File: src/rtl/note_scheduler.sv
// Falling-note sequencer: note pool, per-frame movement, LFSR lane spawning and pad judging.
// Build option NOTE_SCHED_COMBO_EN adds the consecutive-hit combo counter; otherwise combo reads 0.
module note_scheduler #(
   parameter int NUM_NOTES    = 8,
   parameter int SPAWN_Y      = 480,
   parameter int TARGET_Y     = 36,
   parameter int HIT_WIN      = 12,
   parameter int SPEED        = 2,
   parameter int SPAWN_PERIOD = 30
) (
   input  logic                    clk,
   input  logic                    iRST_N,
   input  logic                    vga_vs,
   input  logic                    go_switch,
   input  logic [3:0]              pad,
   output logic [NUM_NOTES-1:0]    note_valid,
   output logic [2*NUM_NOTES-1:0]  note_lane,
   output logic [10*NUM_NOTES-1:0] note_y,
   output logic [15:0]             score,
   output logic [7:0]              combo,
   output logic                    hit_pulse,
   output logic                    miss_pulse,
   output logic                    busy
);

   localparam int IDX_W = (NUM_NOTES > 1) ? $clog2(NUM_NOTES) : 1;
   localparam int CNT_W = $clog2(SPAWN_PERIOD + 1);
   localparam logic [9:0] EXPIRE_Y = 10'(TARGET_Y - HIT_WIN + SPEED);
   localparam logic [9:0] TGT_Y    = 10'(TARGET_Y);
   localparam logic [9:0] WIN      = 10'(HIT_WIN);
   localparam logic [9:0] STEP     = 10'(SPEED);
   localparam logic [9:0] START_Y  = 10'(SPAWN_Y);
   localparam logic [IDX_W-1:0] LAST_K   = IDX_W'(NUM_NOTES - 1);
   localparam logic [CNT_W-1:0] LAST_CNT = CNT_W'(SPAWN_PERIOD - 1);

   typedef enum logic [1:0] {IDLE = 2'd0, JUDGE = 2'd1, MOVE = 2'd2, SPAWN = 2'd3} state_t;

   function automatic logic [7:0] lfsr_step(input logic [7:0] l);
      return {l[6:0], l[7] ^ l[5] ^ l[4] ^ l[3]};
   endfunction

   function automatic logic [9:0] row_dist(input logic [9:0] a, input logic [9:0] b);
      return (a >= b) ? (a - b) : (b - a);
   endfunction

   logic [3:0] pad_s1, pad_s2, pad_prev;
   logic       go_s1, go_s2, go_prev;
   logic       vs_s1, vs_s2, vs_prev;
   logic [3:0] pad_rise;
   logic       vs_fall, go_rise;

   state_t           state, state_n;
   logic [IDX_W-1:0] slot_k, k_n;
   logic [NUM_NOTES-1:0] valid_r, valid_n;
   logic [1:0]       lane_r [NUM_NOTES];
   logic [1:0]       lane_n [NUM_NOTES];
   logic [9:0]       y_r [NUM_NOTES];
   logic [9:0]       y_n [NUM_NOTES];
   logic [15:0]      score_r, score_n;
   logic             hit_r, hit_n, miss_r, miss_n, busy_r;
   logic [7:0]       lfsr_r, lfsr_n, spawn_lfsr;
   logic [CNT_W-1:0] frame_cnt, cnt_n;
   logic [3:0]       pad_pend, pad_pend_n;
   logic             frame_pend, frame_pend_n;
   logic [1:0]       sel_lane;
   logic             sel_found, match_found, free_found;

   // Two-flop synchronizers plus one history stage for edge detection.
   always_ff @(posedge clk or negedge iRST_N) begin
      if (!iRST_N) begin
         pad_s1   <= 4'd0;
         pad_s2   <= 4'd0;
         pad_prev <= 4'd0;
         go_s1    <= 1'b0;
         go_s2    <= 1'b0;
         go_prev  <= 1'b0;
         vs_s1    <= 1'b0;
         vs_s2    <= 1'b0;
         vs_prev  <= 1'b0;
      end else begin
         pad_s1   <= pad;
         pad_s2   <= pad_s1;
         pad_prev <= pad_s2;
         go_s1    <= go_switch;
         go_s2    <= go_s1;
         go_prev  <= go_s2;
         vs_s1    <= vga_vs;
         vs_s2    <= vs_s1;
         vs_prev  <= vs_s2;
      end
   end

   assign pad_rise = pad_s2 & ~pad_prev;
   assign vs_fall  = vs_prev & ~vs_s2;
   assign go_rise  = go_s2 & ~go_prev;

   // Next-state and datapath: restart/pause override, then JUDGE/MOVE/SPAWN work.
   always_comb begin
      state_n      = state;
      k_n          = slot_k;
      valid_n      = valid_r;
      lane_n       = lane_r;
      y_n          = y_r;
      score_n      = score_r;
      hit_n        = 1'b0;
      miss_n       = 1'b0;
      lfsr_n       = lfsr_r;
      cnt_n        = frame_cnt;
      pad_pend_n   = pad_pend | pad_rise;
      frame_pend_n = frame_pend | vs_fall;
      sel_lane     = 2'd0;
      sel_found    = 1'b0;
      match_found  = 1'b0;
      free_found   = 1'b0;
      spawn_lfsr   = lfsr_step(lfsr_r);
      if (go_rise) begin
         state_n = IDLE;
         k_n     = '0;
         valid_n = '0;
         for (int i = 0; i < NUM_NOTES; i++) begin
            lane_n[i] = 2'd0;
            y_n[i]    = 10'd0;
         end
         score_n      = 16'd0;
         cnt_n        = '0;
         pad_pend_n   = 4'd0;
         frame_pend_n = 1'b0;
      end else if (!go_s2) begin
         state_n      = IDLE;
         k_n          = '0;
         pad_pend_n   = 4'd0;
         frame_pend_n = 1'b0;
      end else begin
         case (state)
            IDLE: begin
               if (pad_pend != 4'd0) begin
                  state_n = JUDGE;
               end else if (frame_pend) begin
                  // A tick landing in the same cycle as the hand-off stays pending.
                  frame_pend_n = vs_fall;
                  k_n          = '0;
                  state_n      = MOVE;
               end else begin
                  state_n = IDLE;
               end
            end
            JUDGE: begin
               for (int b = 0; b < 4; b++) begin
                  if (!sel_found && pad_pend[b]) begin
                     sel_found = 1'b1;
                     sel_lane  = 2'(b);
                  end else begin
                     sel_found = sel_found;
                  end
               end
               pad_pend_n = (pad_pend & ~(4'd1 << sel_lane)) | pad_rise;
               for (int i = 0; i < NUM_NOTES; i++) begin
                  if (!match_found && valid_r[i] && (lane_r[i] == sel_lane) &&
                      (row_dist(y_r[i], TGT_Y) <= WIN)) begin
                     match_found = 1'b1;
                     valid_n[i]  = 1'b0;
                     lane_n[i]   = 2'd0;
                     y_n[i]      = 10'd0;
                  end else begin
                     match_found = match_found;
                  end
               end
               if (match_found) begin
                  hit_n   = 1'b1;
                  score_n = (score_r != 16'hFFFF) ? (score_r + 16'd1) : score_r;
               end else begin
                  miss_n = 1'b1;
               end
               state_n = IDLE;
            end
            MOVE: begin
               if (valid_r[slot_k]) begin
                  if (y_r[slot_k] < EXPIRE_Y) begin
                     valid_n[slot_k] = 1'b0;
                     lane_n[slot_k]  = 2'd0;
                     y_n[slot_k]     = 10'd0;
                     miss_n          = 1'b1;
                  end else begin
                     y_n[slot_k] = y_r[slot_k] - STEP;
                  end
               end else begin
                  y_n[slot_k] = y_r[slot_k];
               end
               if (slot_k == LAST_K) begin
                  k_n     = '0;
                  state_n = SPAWN;
               end else begin
                  k_n     = slot_k + IDX_W'(1);
                  state_n = MOVE;
               end
            end
            SPAWN: begin
               if (frame_cnt == LAST_CNT) begin
                  cnt_n  = '0;
                  lfsr_n = spawn_lfsr;
                  for (int i = 0; i < NUM_NOTES; i++) begin
                     if (!free_found && !valid_r[i]) begin
                        free_found = 1'b1;
                        valid_n[i] = 1'b1;
                        lane_n[i]  = spawn_lfsr[1:0];
                        y_n[i]     = START_Y;
                     end else begin
                        free_found = free_found;
                     end
                  end
               end else begin
                  cnt_n = frame_cnt + CNT_W'(1);
               end
               state_n = IDLE;
            end
            default: begin
               state_n = IDLE;
            end
         endcase
      end
   end

   // State, note pool and score registers.
   always_ff @(posedge clk or negedge iRST_N) begin
      if (!iRST_N) begin
         state      <= IDLE;
         slot_k     <= '0;
         valid_r    <= '0;
         lane_r     <= '{default: 2'd0};
         y_r        <= '{default: 10'd0};
         score_r    <= 16'd0;
         hit_r      <= 1'b0;
         miss_r     <= 1'b0;
         busy_r     <= 1'b0;
         lfsr_r     <= 8'hA5;
         frame_cnt  <= '0;
         pad_pend   <= 4'd0;
         frame_pend <= 1'b0;
      end else begin
         state      <= state_n;
         slot_k     <= k_n;
         valid_r    <= valid_n;
         lane_r     <= lane_n;
         y_r        <= y_n;
         score_r    <= score_n;
         hit_r      <= hit_n;
         miss_r     <= miss_n;
         busy_r     <= (state_n != IDLE);
         lfsr_r     <= lfsr_n;
         frame_cnt  <= cnt_n;
         pad_pend   <= pad_pend_n;
         frame_pend <= frame_pend_n;
      end
   end

`ifdef NOTE_SCHED_COMBO_EN
   logic [7:0] combo_r;

   // Combo: cleared by any miss or restart, saturating increment on a hit.
   always_ff @(posedge clk or negedge iRST_N) begin
      if (!iRST_N) begin
         combo_r <= 8'd0;
      end else if (go_rise || miss_n) begin
         combo_r <= 8'd0;
      end else if (hit_n && (combo_r != 8'hFF)) begin
         combo_r <= combo_r + 8'd1;
      end else begin
         combo_r <= combo_r;
      end
   end

   assign combo = combo_r;
`else
   assign combo = 8'd0;
`endif

   // Flatten the slot arrays onto the renderer buses.
   always_comb begin
      note_lane = '0;
      note_y    = '0;
      for (int i = 0; i < NUM_NOTES; i++) begin
         note_lane[2*i +: 2]  = lane_r[i];
         note_y[10*i +: 10]   = y_r[i];
      end
   end

   assign note_valid = valid_r;
   assign score      = score_r;
   assign hit_pulse  = hit_r;
   assign miss_pulse = miss_r;
   assign busy       = busy_r;

endmodule

File: config.mk
export PLATFORM = sky130hd
export DESIGN_NAME = note_scheduler
export DESIGN_NICKNAME = d
export VERILOG_FILES = /design/src/rtl/note_scheduler.sv
export SDC_FILE = /design/constraint.sdc
export NUM_CORES = 1
export LEC_CHECK = 0
export CAP_MARGIN = 20
export CORE_ASPECT_RATIO = 1.1
export CORE_MARGIN = 2
export CORE_UTILIZATION = 50
export CTS_BUF_LIST = sky130_fd_sc_hd__clkbuf_8
export CTS_CLUSTER_DIAMETER = 80
export DETAILED_ROUTE_END_ITERATION = 6
export GPL_ROUTABILITY_DRIVEN = 0
export PLACE_DENSITY = 0.73
export SYNTH_ARGS = -nofsm -noshare
export SYNTH_HDL_FRONTEND = slang
export SYNTH_SLANG_ARGS = --single-unit
File: constraint.sdc
create_clock -name clk -period 10.2 [get_ports clk]
set_input_delay 2.55 -clock clk [delete_from_list [all_inputs] [get_ports clk]]
set_output_delay 2.55 -clock clk [all_outputs]
set_load 0.03 [all_outputs]
==> qor.yml <==
status: "complete, no violations"
multiInputGateArea_um2: 6920
dp_hpwl_um: 28100
worst_slack_ps: 5550
syn2layout_area_growth_pct: 16.0
postSynthAreaPerCell_um2: 8.67
p_leak_nw: 5.44
drive_above_1_share_pct: 8.27
grt_pass1_wl_um: 60200
drtIter0Drc: 1435
boundaryPins: 139
yosys_warnings: 0
grt_start_max_net_pins: 92
ys_top_cells_by_area: "dfrtp_1 (35%), o21ai_0 (4.0%), nor2_1 (3.7%)"
r2r_cells: 12
dp_slack_ps: 5690
grt_antenna_before_repair: 0
regArea_um2: 4110
r2r-end: "note_y[59]"
ctsResizeCount: 0
drc: 0
vias: 11700
start_kind: "flip-flop"
regToRegSetupSlack_ps: 5550
cap_viol_max_count: 0
crit_path_max_fanout: 14
synth_top_area_cell: "dfrtp_1"
synth_edf_count: 0
nets: 1449
setup_viol_count_final: 0
netlist_area_um2: 11600
core_um2: 22800
dieArea_um2: 24400
r2r_start: "note_y[53]"
cellPowerDensity_nw_per_um2: 110
mostFrequentLayoutCell: "dfrtp_1"
cp.arrival_ps: 5000
cts_buffer_depth: 2
clock_skew_ps: 16.7
wl_per_cell_um: 22.6
synth-seq-area-share_pct: 35.5
initial_utilization_pct: 50.9
grt_overflow_total: 0
num_antenna_cells: 0
synthArstFlopShare_pct: 100
drt-total-wl_um: 39000
num_rows: 58
fmaxAchievable_mhz: 215
layout_common_cells: "dfrtp_1 (159), clkdlybuf4s50_1 (129), nor2_1 (115), nand2_1 (93), o21ai_0 (92)"
cts_sinks: 164
hold_viol_final: 0
ir_drop_uv: 129
relSlewSlack_pct: 21.6
clkLatencyLatePin_ps: 480
cts_buffers: 17
rsz0062_at_grt: "false"
whs_ps: 351
ys_ff_latch: 164
fillers: 2017
setup_tns_ps: 0
grt_pass1_vias: 10600
cts_tree: "done"
root_buffer: "clkbuf_8"
post-cts-setup-buffer-count: 0
setup.worst_path.end: "note_y[59]"
required_ps: 10550
drt-vias-per-instance: 6.77
synthCells: 1337
tightest_slew_ps: 1170
die_h_um: 164
dieWidth_um: 149
crit_path_end_kind: "flip-flop"
clkTransAtPathRegs_ps: 80
grt_usage_pct: 32.0
slew_viol_final: 0
hold_buffers: 0
drtAntennaViolNets: 0
finalCritPeriodShare_pct: 45.6
final_util_pct: 59.0
ys.flop_type: "dfrtp_1"
synth_top_area_share_pct: 34.5
min_period_ps: 4650
crit_start: "note_y[53]"
synthDistinctLibCells: 91
dr.pass1.iters: 6
critical_path_class: "reg -> reg"
htree_levels: 4
hold_path_class: "reg -> reg"
port-buffer-count: 130
[layer usage]
layer / GRT usage [%] / vias to the layer above / wire length (um)
li1: - / 5217 / -
met1: 42.2 / 5592 / 15000
met2: 50.2 / 724 / 17900
met3: 6.45 / 155 / 4130
met4: 16.1 / 0 / 2000
met5: 0 / - / 0
[registers in the layout (all words and copies together), names as in the netlist, 2 cells and up]
name	flops
note_y	80
note_lane	16
score	16
lfsr_r	8
note_valid	8
frame_cnt	5
pad_pend	4
pad_prev	4
pad_s1	4
pad_s2	4
slot_k	3
state	2
[cells in the mapped netlist, types with 20 or more instances]
cell type	number
nor2b_1	22
o21ai_0	92
mux2i_1	28
inv_1	56
dfrtp_1	160
nand2b_1	21
ha_1	26
nand2_1	93
or3_1	24
nand3_1	36
nor2_1	115
a21oi_1	72
nor3_1	45
a32o_1	21
clkbuf_1	66
a22o_1	32
a2bb2oi_1	20
[how the worst min path moves through the flow]
stage,end,cells past startpoint,start,slack (ps)
final,vs_s2,0,vs_s1,350
after global routing,pad_s2[0],0,pad_s1[0],370
after CTS,vs_s2,0,vs_s1,350
after detailed placement,vs_s2,0,vs_s1,330
after global placement,vs_s2,0,vs_s1,330
after floorplan,go_s2,0,go_s1,330
[worst max-delay path: stages (launching register included)]
cell and delay [ps]:
dfrtp_1 550, inv_1 150, ha_1 290, nand2b_1 160, o21ai_0 360, o211ai_1 160
nor4b_1 330, nor4b_1 960, o211ai_1 330, o21ai_1 460, buf_4 280, nand3_1 210
a32o_1 300
[power by group]
group          internal (W)  switching, W  total, W
clock network      0.000272      0.000252  0.000524
logic             0.0000930      0.000153  0.000246
registers          0.000666     0.0000485  0.000715
[kinds of logic after synthesis]
logic type      synth area share [%]
flops                           35.5
simple gates                    22.5
other cells                   0.0324
buf+inv                         5.15
mux                             5.43
fa+ha+maj                       2.81
compound gates                  27.4
xor+xnor                        1.28
[per-stage QoR]
stage	cells	power (W)	cell area, um2
6_report	1727	0.00149	13400
5_1_grt	1727	0.00154	13400
4_1_cts	1726	0.00148	13400
3_5_place_dp	1695	0.000967	13000
3_3_place_gp	1695	0.000961	13000
2_1_floorplan	1344	0.000879	11600
[layout make-up]
type | instances | share of cell area [%]
clock inverters | 13 | 1.36
multi-input cells | 1034 | 51.5
flip-flops and latches | 164 | 30.6
inverters | 56 | 1.56
clock buffers | 18 | 1.84
repair buffers | 142 | 10.4
well taps | 300 | 2.79
No activity file was read; power rests on OpenSTA's default activity.
